### src/rtl/btn_conditioner_pkg.sv
// Shared definitions for the button conditioner: channel FSM state encoding and counter sizing.
// Latency: n/a (types and constant functions only).
// Backpressure: n/a.
package btn_conditioner_pkg;

    // Per-channel debounce FSM states; the encoding is fixed so that state dumps read the same everywhere.
    typedef enum logic [1:0] {
        ST_IDLE      = 2'd0,
        ST_PRESS_CHK = 2'd1,
        ST_HELD      = 2'd2,
        ST_REL_CHK   = 2'd3
    } btn_state_e;

    // One counter width covers all three timing parameters, so the debounce and repeat counters share it.
    function automatic int cnt_width(input int unsigned a, input int unsigned b, input int unsigned c);
        int unsigned m;
        m = a;
        if (b > m) m = b;
        if (c > m) m = c;
        return (m <= 1) ? 1 : $clog2(m);
    endfunction

endpackage

### src/rtl/btn_conditioner_if.sv
// Bundle between the board-side button pins and the conditioned outputs consumed by Top.
// Latency: n/a (wiring only).
// Backpressure: none; the pulses are fire-and-forget and must be sampled by the consumer on the cycle they appear.
interface btn_conditioner_if #(
    parameter int N_BTN = 4
);
    logic [N_BTN-1:0] btn_raw;
    logic             repeat_en;
    logic [N_BTN-1:0] btn_pulse;
    logic [N_BTN-1:0] btn_level;

    // Board or stimulus side: drives the raw buttons and the repeat enable.
    modport master (
        output btn_raw,
        output repeat_en,
        input  btn_pulse,
        input  btn_level
    );

    // Conditioner side.
    modport slave (
        input  btn_raw,
        input  repeat_en,
        output btn_pulse,
        output btn_level
    );
endinterface

### src/rtl/btn_debounce_ch.sv
// One button channel: 2-flop synchronizer, debounce FSM, and hold-to-repeat pulse generator.
// Latency: press/release accepted DEBOUNCE_CYCLES+2 edges after the first edge that samples the new level.
// Backpressure: none; btn_pulse is a single-cycle strobe.
module btn_debounce_ch
    import btn_conditioner_pkg::*;
#(
    parameter int unsigned DEBOUNCE_CYCLES = 500000,
    parameter int unsigned REPEAT_DELAY    = 50000000,
    parameter int unsigned REPEAT_PERIOD   = 10000000,
    parameter int          CNT_W           = 26
) (
    input  logic clk,
    input  logic rst,
    input  logic btn_raw,
    input  logic repeat_en,
    output logic btn_pulse,
    output logic btn_level
);

    // Terminal counts: each counter is compared against value-1 and cleared, so it never needs to hold the full value.
    localparam logic [CNT_W-1:0] DB_LAST  = CNT_W'(DEBOUNCE_CYCLES - 1);
    localparam logic [CNT_W-1:0] RD_LAST  = CNT_W'(REPEAT_DELAY - 1);
    localparam logic [CNT_W-1:0] RP_LAST  = CNT_W'(REPEAT_PERIOD - 1);
    localparam logic [CNT_W-1:0] CNT_ZERO = '0;
    localparam logic [CNT_W-1:0] CNT_ONE  = CNT_W'(1);

    logic             sync1_q, sync1_d;
    logic             sync2_q, sync2_d;
    btn_state_e       state_q, state_d;
    logic [CNT_W-1:0] cnt_q, cnt_d;
    logic [CNT_W-1:0] rcnt_q, rcnt_d;
    logic             in_period_q, in_period_d;   // first repeat already fired; later ones use REPEAT_PERIOD
    logic             level_q, level_d;
    logic             pulse_q, pulse_d;

    // Next-state logic: synchronizer shift, debounce FSM, and repeat counter.
    always_comb begin
        sync1_d     = btn_raw;
        sync2_d     = sync1_q;
        state_d     = state_q;
        cnt_d       = cnt_q;
        rcnt_d      = rcnt_q;
        in_period_d = in_period_q;
        level_d     = level_q;
        pulse_d     = 1'b0;

        case (state_q)
            ST_IDLE: begin
                level_d = 1'b0;
                if (sync2_q) begin
                    state_d = ST_PRESS_CHK;
                    cnt_d   = CNT_ZERO;
                end
            end
            ST_PRESS_CHK: begin
                if (!sync2_q) begin
                    state_d = ST_IDLE;
                end else if (cnt_q == DB_LAST) begin
                    state_d     = ST_HELD;
                    level_d     = 1'b1;
                    pulse_d     = 1'b1;
                    rcnt_d      = CNT_ZERO;
                    in_period_d = 1'b0;
                end else begin
                    cnt_d = cnt_q + CNT_ONE;
                end
            end
            ST_HELD: begin
                if (!sync2_q) begin
                    state_d = ST_REL_CHK;
                    cnt_d   = CNT_ZERO;
                end else if (!repeat_en) begin
                    // Dropping the enable cancels the train; re-enabling starts again from the long delay.
                    rcnt_d      = CNT_ZERO;
                    in_period_d = 1'b0;
                end else if (rcnt_q == (in_period_q ? RP_LAST : RD_LAST)) begin
                    pulse_d     = 1'b1;
                    rcnt_d      = CNT_ZERO;
                    in_period_d = 1'b1;
                end else begin
                    rcnt_d = rcnt_q + CNT_ONE;
                end
            end
            ST_REL_CHK: begin
                if (sync2_q) begin
                    // Release bounce: back to HELD silently, repeat timing starts over.
                    state_d     = ST_HELD;
                    rcnt_d      = CNT_ZERO;
                    in_period_d = 1'b0;
                end else if (cnt_q == DB_LAST) begin
                    state_d = ST_IDLE;
                    level_d = 1'b0;
                end else begin
                    cnt_d = cnt_q + CNT_ONE;
                end
            end
            default: begin
                state_d = ST_IDLE;
                level_d = 1'b0;
            end
        endcase
    end

    // State registers; reset clears everything at once, dropping any pending pulse.
    always_ff @(posedge clk or posedge rst) begin
        if (rst) begin
            sync1_q     <= 1'b0;
            sync2_q     <= 1'b0;
            state_q     <= ST_IDLE;
            cnt_q       <= '0;
            rcnt_q      <= '0;
            in_period_q <= 1'b0;
            level_q     <= 1'b0;
            pulse_q     <= 1'b0;
        end else begin
            sync1_q     <= sync1_d;
            sync2_q     <= sync2_d;
            state_q     <= state_d;
            cnt_q       <= cnt_d;
            rcnt_q      <= rcnt_d;
            in_period_q <= in_period_d;
            level_q     <= level_d;
            pulse_q     <= pulse_d;
        end
    end

    assign btn_pulse = pulse_q;
    assign btn_level = level_q;

endmodule

### src/rtl/btn_conditioner.sv
// Conditions N_BTN raw asynchronous push-buttons into debounced levels and single-cycle press/repeat pulses.
// Latency: DEBOUNCE_CYCLES+2 edges from first sampled press to pulse/level; repeat pulses follow while held.
// Backpressure: none; channels are independent and may pulse in the same cycle.
module btn_conditioner
    import btn_conditioner_pkg::*;
#(
    parameter int unsigned N_BTN           = 4,
    parameter int unsigned DEBOUNCE_CYCLES = 500000,
    parameter int unsigned REPEAT_DELAY    = 50000000,
    parameter int unsigned REPEAT_PERIOD   = 10000000
) (
    input  logic               clk,
    input  logic               rst,
    btn_conditioner_if.slave   bus
);

    localparam int CNT_W = cnt_width(DEBOUNCE_CYCLES, REPEAT_DELAY, REPEAT_PERIOD);

    // One self-contained channel per button; repeat_en is shared by all of them.
    for (genvar i = 0; i < int'(N_BTN); i++) begin : g_ch
        btn_debounce_ch #(
            .DEBOUNCE_CYCLES (DEBOUNCE_CYCLES),
            .REPEAT_DELAY    (REPEAT_DELAY),
            .REPEAT_PERIOD   (REPEAT_PERIOD),
            .CNT_W           (CNT_W)
        ) u_ch (
            .clk       (clk),
            .rst       (rst),
            .btn_raw   (bus.btn_raw[i]),
            .repeat_en (bus.repeat_en),
            .btn_pulse (bus.btn_pulse[i]),
            .btn_level (bus.btn_level[i])
        );
    end

endmodule

### src/flat_wrapper.sv
// flat-port wrapper written by rule: the top's interface ports become plain ports
module btn_conditioner_flat import btn_conditioner_pkg::*;
#(
    parameter int unsigned N_BTN           = 4,
    parameter int unsigned DEBOUNCE_CYCLES = 500000,
    parameter int unsigned REPEAT_DELAY    = 50000000,
    parameter int unsigned REPEAT_PERIOD   = 10000000
)
  (clk, rst, bus_btn_raw, bus_repeat_en, bus_btn_pulse, bus_btn_level);
  btn_conditioner_if #(.N_BTN(N_BTN)) bus_i ();
  input  logic clk;
  input  logic rst;
  input wire logic [$bits(bus_i.btn_raw)-1:0] bus_btn_raw;
  input wire logic [$bits(bus_i.repeat_en)-1:0] bus_repeat_en;
  output wire logic [$bits(bus_i.btn_pulse)-1:0] bus_btn_pulse;
  output wire logic [$bits(bus_i.btn_level)-1:0] bus_btn_level;
  assign bus_i.btn_raw = bus_btn_raw;
  assign bus_i.repeat_en = bus_repeat_en;
  assign bus_btn_pulse = bus_i.btn_pulse;
  assign bus_btn_level = bus_i.btn_level;
  btn_conditioner #(.N_BTN(N_BTN), .DEBOUNCE_CYCLES(DEBOUNCE_CYCLES), .REPEAT_DELAY(REPEAT_DELAY), .REPEAT_PERIOD(REPEAT_PERIOD)) u_core (.clk(clk), .rst(rst), .bus(bus_i));
endmodule
### config.mk
export PLATFORM = sky130hd
export DESIGN_NAME = btn_conditioner_flat
export DESIGN_NICKNAME = d
export VERILOG_FILES = /design/src/rtl/btn_conditioner_pkg.sv /design/src/rtl/btn_conditioner_if.sv /design/src/rtl/btn_debounce_ch.sv /design/src/rtl/btn_conditioner.sv /design/src/flat_wrapper.sv
export SDC_FILE = /design/constraint.sdc
export NUM_CORES = 1
export LEC_CHECK = 0
export ABC_AREA = 1
export CAP_MARGIN = 20
export CELL_PAD_IN_SITES_DETAIL_PLACEMENT = 0
export CELL_PAD_IN_SITES_GLOBAL_PLACEMENT = 1
export CORE_MARGIN = 2
export CORE_UTILIZATION = 45
export DETAILED_ROUTE_END_ITERATION = 8
export GPL_TIMING_DRIVEN = 0
export HOLD_SLACK_MARGIN = 0.03
export PLACE_DENSITY = 0.76
export SLEW_MARGIN = 25
export SYNTH_ARGS = -nofsm -noshare
export SYNTH_HDL_FRONTEND = slang
export SYNTH_HIERARCHICAL = 1
export SYNTH_SLANG_ARGS = --single-unit
### constraint.sdc
create_clock -name clk -period 2.7 [get_ports clk]
set_input_delay 0.405 -clock clk [delete_from_list [all_inputs] [get_ports clk]]
set_output_delay 0.405 -clock clk [all_outputs]
set_load 0.1 [all_outputs]
==> Word level (Yosys, flattened, before mapping) <==
Index checks and enable logic that the tools add are counted.
{ "word_totals": {"word_cells": 284, "inputBits": 7, "ff_bits": 236, "output_inout_bits": 8} }
{ "classes": {"n_eq_ne": 64, "add_sub_neg": 8, "n_mux": 148, "reduce_logical": 32} }
{ "op_table": {"columns": ["op", "count"], "rows": [
  ["$mux 26", 44],
  ["$pmux 26 s4", 4],
  ["$pmux 26 s3", 4],
  ["$add 26x1->26 const B", 8],
  ["$eq 26x19->1 const B", 4],
  ["$eq 26x26->1", 4],
  ["$ne 2x2->1 const B", 32],
  ["$mux 1", 56],
  ["$mux 2", 24],
  ["$reduce_and 5->1", 8],
  ["$ne 3x3->1 const B", 12],
  ["$pmux 2 s4", 4],
  ["$reduce_and 4->1", 8],
  ["$pmux 1 s3", 8],
  ["$reduce_and 6->1", 4],
  ["$reduce_bool 3->1", 8],
  ["$eq 2x2->1 const B", 8],
  ["$eq 2x1->1 const B", 4],
  ["$logic_not 2->1", 4],
  ["$pmux 1 s2", 4]
]} }

==> Logic depth before layout (Yosys ltp) <==
{ "logic_depth": {"depth_word": 6, "ltp_mapped": 12, "ltp_nobuf": 12} }

==> Hierarchy <==
Netlist, hierarchy kept.
{ "by_module_without_submodules": {"columns": ["mod", "area_each_um2", "seq_area_each_um2", "cells_each", "n_inst"], "rows": [
  ["btn_debounce_ch (u_core.g_ch[0].u_ch ...)", 4161.5, 1476.4, 647, 3],
  ["btn_debounce_ch (u_core.g_ch[3].u_ch)", 4177.8, 1476.4, 645, 1]
]} }

==> Worst setup path after synthesis <==
No wires, ideal clock.
{ "synth_path": {"kind": "reg-to-reg", "start": "register u_core.g_ch[0].u_ch.state_q[0]", "end": "register u_core.g_ch[0].u_ch.cnt_q[3]", "setup_time_ps": 76, "path_slack_ps": 767, "synth_period_minus_slack_ps": 1933, "required_time_ps": 2624, "n_path_buf": 1, "t_arrival_ps": 1856, "path_stages_with_launch": 10, "cell_sequence": "dfrtp_1 > inv_1 > ha_1 > or2_2 > o21ai_1 > nand2_1 > nand2_4 > buf_2 > nand2_1 > o21ai_1"} }
{ "synth_between": {"elab_chain_len": 3, "word_cells_on_any_way": 10, "classes_between": "7 x eq/ne; 1 x mux; 2 x reduce/logical"} }
{ "synth_lines": {"columns": ["element", "line", "rtl"], "rows": [
  ["from (decl)", "btn_debounce_ch.sv:29", "btn_state_e state_q, state_d;"],
  ["from (signal assigned)", "btn_debounce_ch.sv:118", "state_q <= state_d;"],
  ["$eq 2x2->1, or another cell as far along", "btn_debounce_ch.sv:47", "case (state_q)"],
  ["$ne 2x2->1 (no line)", null, null],
  ["$reduce_and 4->1 (no line)", null, null],
  ["to (signal assigned)", "btn_debounce_ch.sv:119", "cnt_q <= cnt_d;"],
  ["to (decl)", "btn_debounce_ch.sv:30", "logic [CNT_W-1:0] cnt_q, cnt_d;"]
]} }
Several ways; a longest one is shown, not always the timed one.
A chain may end at the register's enable or synchronous reset.

==> Worst setup path after layout <==
{ "layout_path": {"start": "register u_core.g_ch[0].u_ch.pulse_q", "end": "output port bus_btn_pulse[0]"} }
{ "layout_lines": {"columns": ["element", "line", "rtl"], "rows": [
  ["from (decl)", "btn_debounce_ch.sv:34", "logic pulse_q, pulse_d;"],
  ["from (signal assigned)", "btn_debounce_ch.sv:123", "pulse_q <= pulse_d;"],
  ["to (decl)", "flat_wrapper.sv:15", "output wire logic [$bits(bus_i.btn_pulse)-1:0] bus_btn_pulse;"]
]} }
No word-level cell between the ends.

==> results.md <==
- Detailed placement ended at an HPWL of ~35000 um.
- Counting every sink on the clock net gives about 240.
- For the pin with the worst max-slew slack, the measured transition is 998 ps.
- The top cell types in the final layout, fill and taps aside, are sky130_fd_sc_hd__nand2_1 (820), sky130_fd_sc_hd__nor2_1 (464), sky130_fd_sc_hd__inv_1 (272).
- The count of endpoints failing hold in the final timing report is 0.
- In this design, the stage delay of the slowest critical-path cell is between 1000 and 1500 ps.
- The die covers approximately 39000 um2.
- The worst register-to-register path ends at u_core/g_ch[3].u_ch/rcnt_q[25].
- Dividing total power by cell area gives a power density of approximately 710 nW/um2.
- The via count of the first global-routing pass is ~15000.
- The class of the tightest hold or removal check is primary input to flop.
- The region available for standard cell placement spans about 37000 um2.
- The first-pass GRT wire length is ~80000 um.
- In this run the clock root is driven by a sky130_fd_sc_hd__clkbuf_16.
- The antenna diode count is 0.
- The switching power is about 5.7 mW.
- The global-route usage over all layers is 0.246.
- The netlist area before placement is ~17000 um2.
- The critical path buffer and inverter count is 1.
- In the finished design, the share of the clock period the worst path needs comes to 0.931.
- The required time at the worst-slack endpoint is between 2000 and 2500 ps.
- The clock slew seen by the registers of the worst setup and hold paths is about 60 ps.
- The run finished with clean final reports.
- The starting density of the core is 0.456.
- In this run the remaining antenna-violating nets after routing total 0.
- Global routing finished with a remaining overflow of 0.
- Counting every instance in the synthesized netlist gives 2586.
- The count of port buffers added during placement is 14.
- The number of antenna violations at the first check in global routing was 0.
- On the critical path the largest part of the delay comes from buffers and inverters.
- In this run, synthesis produced a sequential element count of between 200 and 250.
- Entering global routing, the biggest net connects 46 pins.
- The hold slack is roughly 250 ps.
- The time the final worst path needs with I/O delays and setup is ~2500 ps.
- The post-synthesis cell type with the largest combined area is sky130_fd_sc_hd__dfrtp_1.
- In this run the number of H-tree levels came out at 1.
- The sequential area share after synthesis is 0.354.
- The critical path endpoint category is a primary output.
- 15 I/O pins were placed.
- Across the run, the number of max-cap violations was 0.
- Walking the worst path, the cells encountered are clkdlybuf4s50_1.
- The layout cell share with drive strength beyond 1 is 0.0609.
- Along the worst path, the maximum fanout reaches 1.
- The startpoint identified for the worst hold timing path is bus_btn_raw[3].
- The total wire length is around 47000 um.
- Each instance of the synthesized netlist takes up on average approximately 6.4 um2.
- The setup check on the worst reg-to-reg path leaves a slack of roughly 290 ps.
- The number of different library cells in the post-synthesis netlist is 33.
- STA puts the critical path data arrival time at about 2100 ps.
- Timing would allow up to just under 400 MHz.
- The area fraction of the dominant cell type after synthesis is 0.354.
- The number of synthesis warnings is 6.
- The first routing iteration left about 1100 violations.
- Along the worst hold path, the cell count comes to 1.
- For this design the static power due to leakage is between 8 and 9 nW.
- The net count reported at finish is 2666.
- Of the total power, the clock network draws 0.307.
- The width of the chip is ~200 um.
- The buffer levels on the longest clock path is 3.
- The per-cell routed wire length is 14.9 um.
- The number of nets in the synthesized netlist is 2617.
- The area added between synthesis and finish is 10.9%.
- The worst hold path terminates at u_core/g_ch[3].u_ch/sync1_q.
- TritonCTS built the clock tree.
- IR analysis of the VDD net gives a maximum drop of between 0.0008 and 0.0009 V.
- The floorplan step set the die height to 196 um.
- The worst slew slack as a fraction of its limit is 0.332.
- The relative contribution of sequential cells to total power is 0.299.
- The clock reaches the later pin of the worst-skew pair after 590 ps.
- The internal portion of the total power is ~7.5 mW.
- The number of filler instances in the final layout is about 3800.
- After synthesis, the cell types taking the most area are sky130_fd_sc_hd__dfrtp_1 (35%), sky130_fd_sc_hd__nand2_1 (18%), sky130_fd_sc_hd__nor2_1 (10%).
- The detailed router placed ~16000 vias in this run.
- After detailed routing, the number of remaining DRC violations is 0.
- Row generation in the floorplan step produced 70 rows.
- Setup repair after global routing left no endpoint under its margin.
- The logic depth of the worst register-to-register path is 11.
- The share of total power in combinational logic is 0.394.
- The clock buffer count from CTS is 31.
- The startpoint of the worst-slack reg-to-reg timing path is u_core/g_ch[3].u_ch/state_q[0].
- The number of search-and-repair iterations in the first detailed-routing pass is 6.
- The leading cell type in the layout, fill and taps excluded is sky130_fd_sc_hd__nand2_1.
- Of the total power, the share spent switching nets is 0.432.
- Setup violations remaining at the end of the flow were counted as 0.
- STA classifies the critical path startpoint as a flop.
- The via-per-instance ratio is 5.19.
- The startpoint-to-endpoint class of the critical path is flop to primary output.
- Among all stages on the critical path, the largest delay is contributed by sky130_fd_sc_hd__clkdlybuf4s50_1.
- After layout, the design draws a total of 13.1 mW.
- The total count of max-transition violations in the final report came to 0.
- Clock skew on the completed layout was measured at ~14 ps.
- The weighted congestion at the end of routability-driven global placement is approximately 0.94.
[final cells by class]
type / instances / area [um2] / area share
inverters: 280 / 1070 / 0.0578
well taps: 468 / 586 / 0.0317
plain buffers: 51 / 304 / 0.0164
clock buffers: 44 / 905 / 0.0489
flip-flops and latches: 236 / 5910 / 0.319
repair buffers: 18 / 238 / 0.0129
clock inverters: 12 / 85.1 / 0.00460
multi-input cells: 2017 / 9390 / 0.508
[synth_stat cells, drive strengths merged]
cell type,count
nand4,70
nor3,67
buf,34
inv,277
clkinv,3
nor3b,12
a21boi,4
xnor2,8
xor2,47
nand2,848
a21oi,32
o211ai,4
or2,8
o21ai,110
nand3,270
ha,24
o21a,4
dfrtp,236
o21bai,20
clkbuf,19
nor2,477
nand3b,12
[timing repair]
action | in CTS | in global routing
buffers inserted | 0 | 0
hold buffers | 0 | 0
endpoints found under the setup margin | 0 | 21
gates resized for setup | 0 | 2
[cells by family after synthesis]
logic type	share of synthesized area
AOI/OAI and AO/OA	0.0625
xor gates and xnor gates	0.0289
adders and majority gates	0.0180
buffers and inverters	0.0818
DFF	0.354
and+or+nand+nor	0.454
[how the worst max path moves through the flow]
stage	start	end	slack (ps)	depth (start not counted)
CTS	u_core/g_ch[2].u_ch/state_q[0]	u_core/g_ch[2].u_ch/rcnt_q[1]	6	10
detailed placement	u_core/g_ch[2].u_ch/state_q[0]	u_core/g_ch[2].u_ch/rcnt_q[1]	20	10
global route	u_core/g_ch[3].u_ch/state_q[0]	u_core/g_ch[3].u_ch/cnt_q[1]	40	8
global placement	rst	u_core/g_ch[1].u_ch/cnt_q[10]	-710	2
finish	u_core/g_ch[0].u_ch/btn_pulse	bus_btn_pulse[0]	190	1
floorplan	u_core/g_ch[0].u_ch/state_q[0]	u_core/g_ch[0].u_ch/cnt_q[3]	770	9
[through the flow]
stage | worst slack (ps) | std cells | instance area [um2] | utilization | TNS (ps)
floorplan | 767 | 2586 | 16700 | - | 0
global placement | -707 | 3068 | 17400 | 0.476 | -177510
detailed placement | 19.1 | 3072 | 17500 | 0.479 | 0
CTS | 5.72 | 3128 | 18500 | 0.506 | 0
global route | 40.8 | 3126 | 18500 | 0.506 | 0
finish | 185 | 3126 | 18500 | 0.506 | 0
[layer usage]
metal  routed length [um]  vias to the layer above  track usage
met4                  939                        0       0.0600
met3                 1820                       61       0.0291
met2                21000                      280        0.401
met5                    0                        -            0
met1                22800                     7559        0.347
li1                     -                     8323            -
[power groups by stage]
stage | Clock [mW] | Sequential [mW] | Combinational (mW)
floorplan | 0 | 4.10 | 3.49
global placement | 0 | 3.99 | 5.15
detailed placement | 0 | 3.99 | 5.19
CTS | 4.17 | 3.93 | 5.20
global route | 4.29 | 3.97 | 5.71
finish | 4.03 | 3.94 | 5.18
[state kept, by name (all words and copies together) (netlist names), named ones only]
register                      count
u_core/g_ch.u_ch/sync2_q          4
u_core/g_ch.u_ch/in_period_q      4
u_core/g_ch.u_ch/btn_level        4
u_core/g_ch.u_ch/state_q          4
u_core/g_ch.u_ch/sync1_q          4
u_core/g_ch.u_ch/rcnt_q         104
u_core/g_ch.u_ch/btn_pulse        4
u_core/g_ch.u_ch/cnt_q          104
Power figures use the tool's default switching activity.
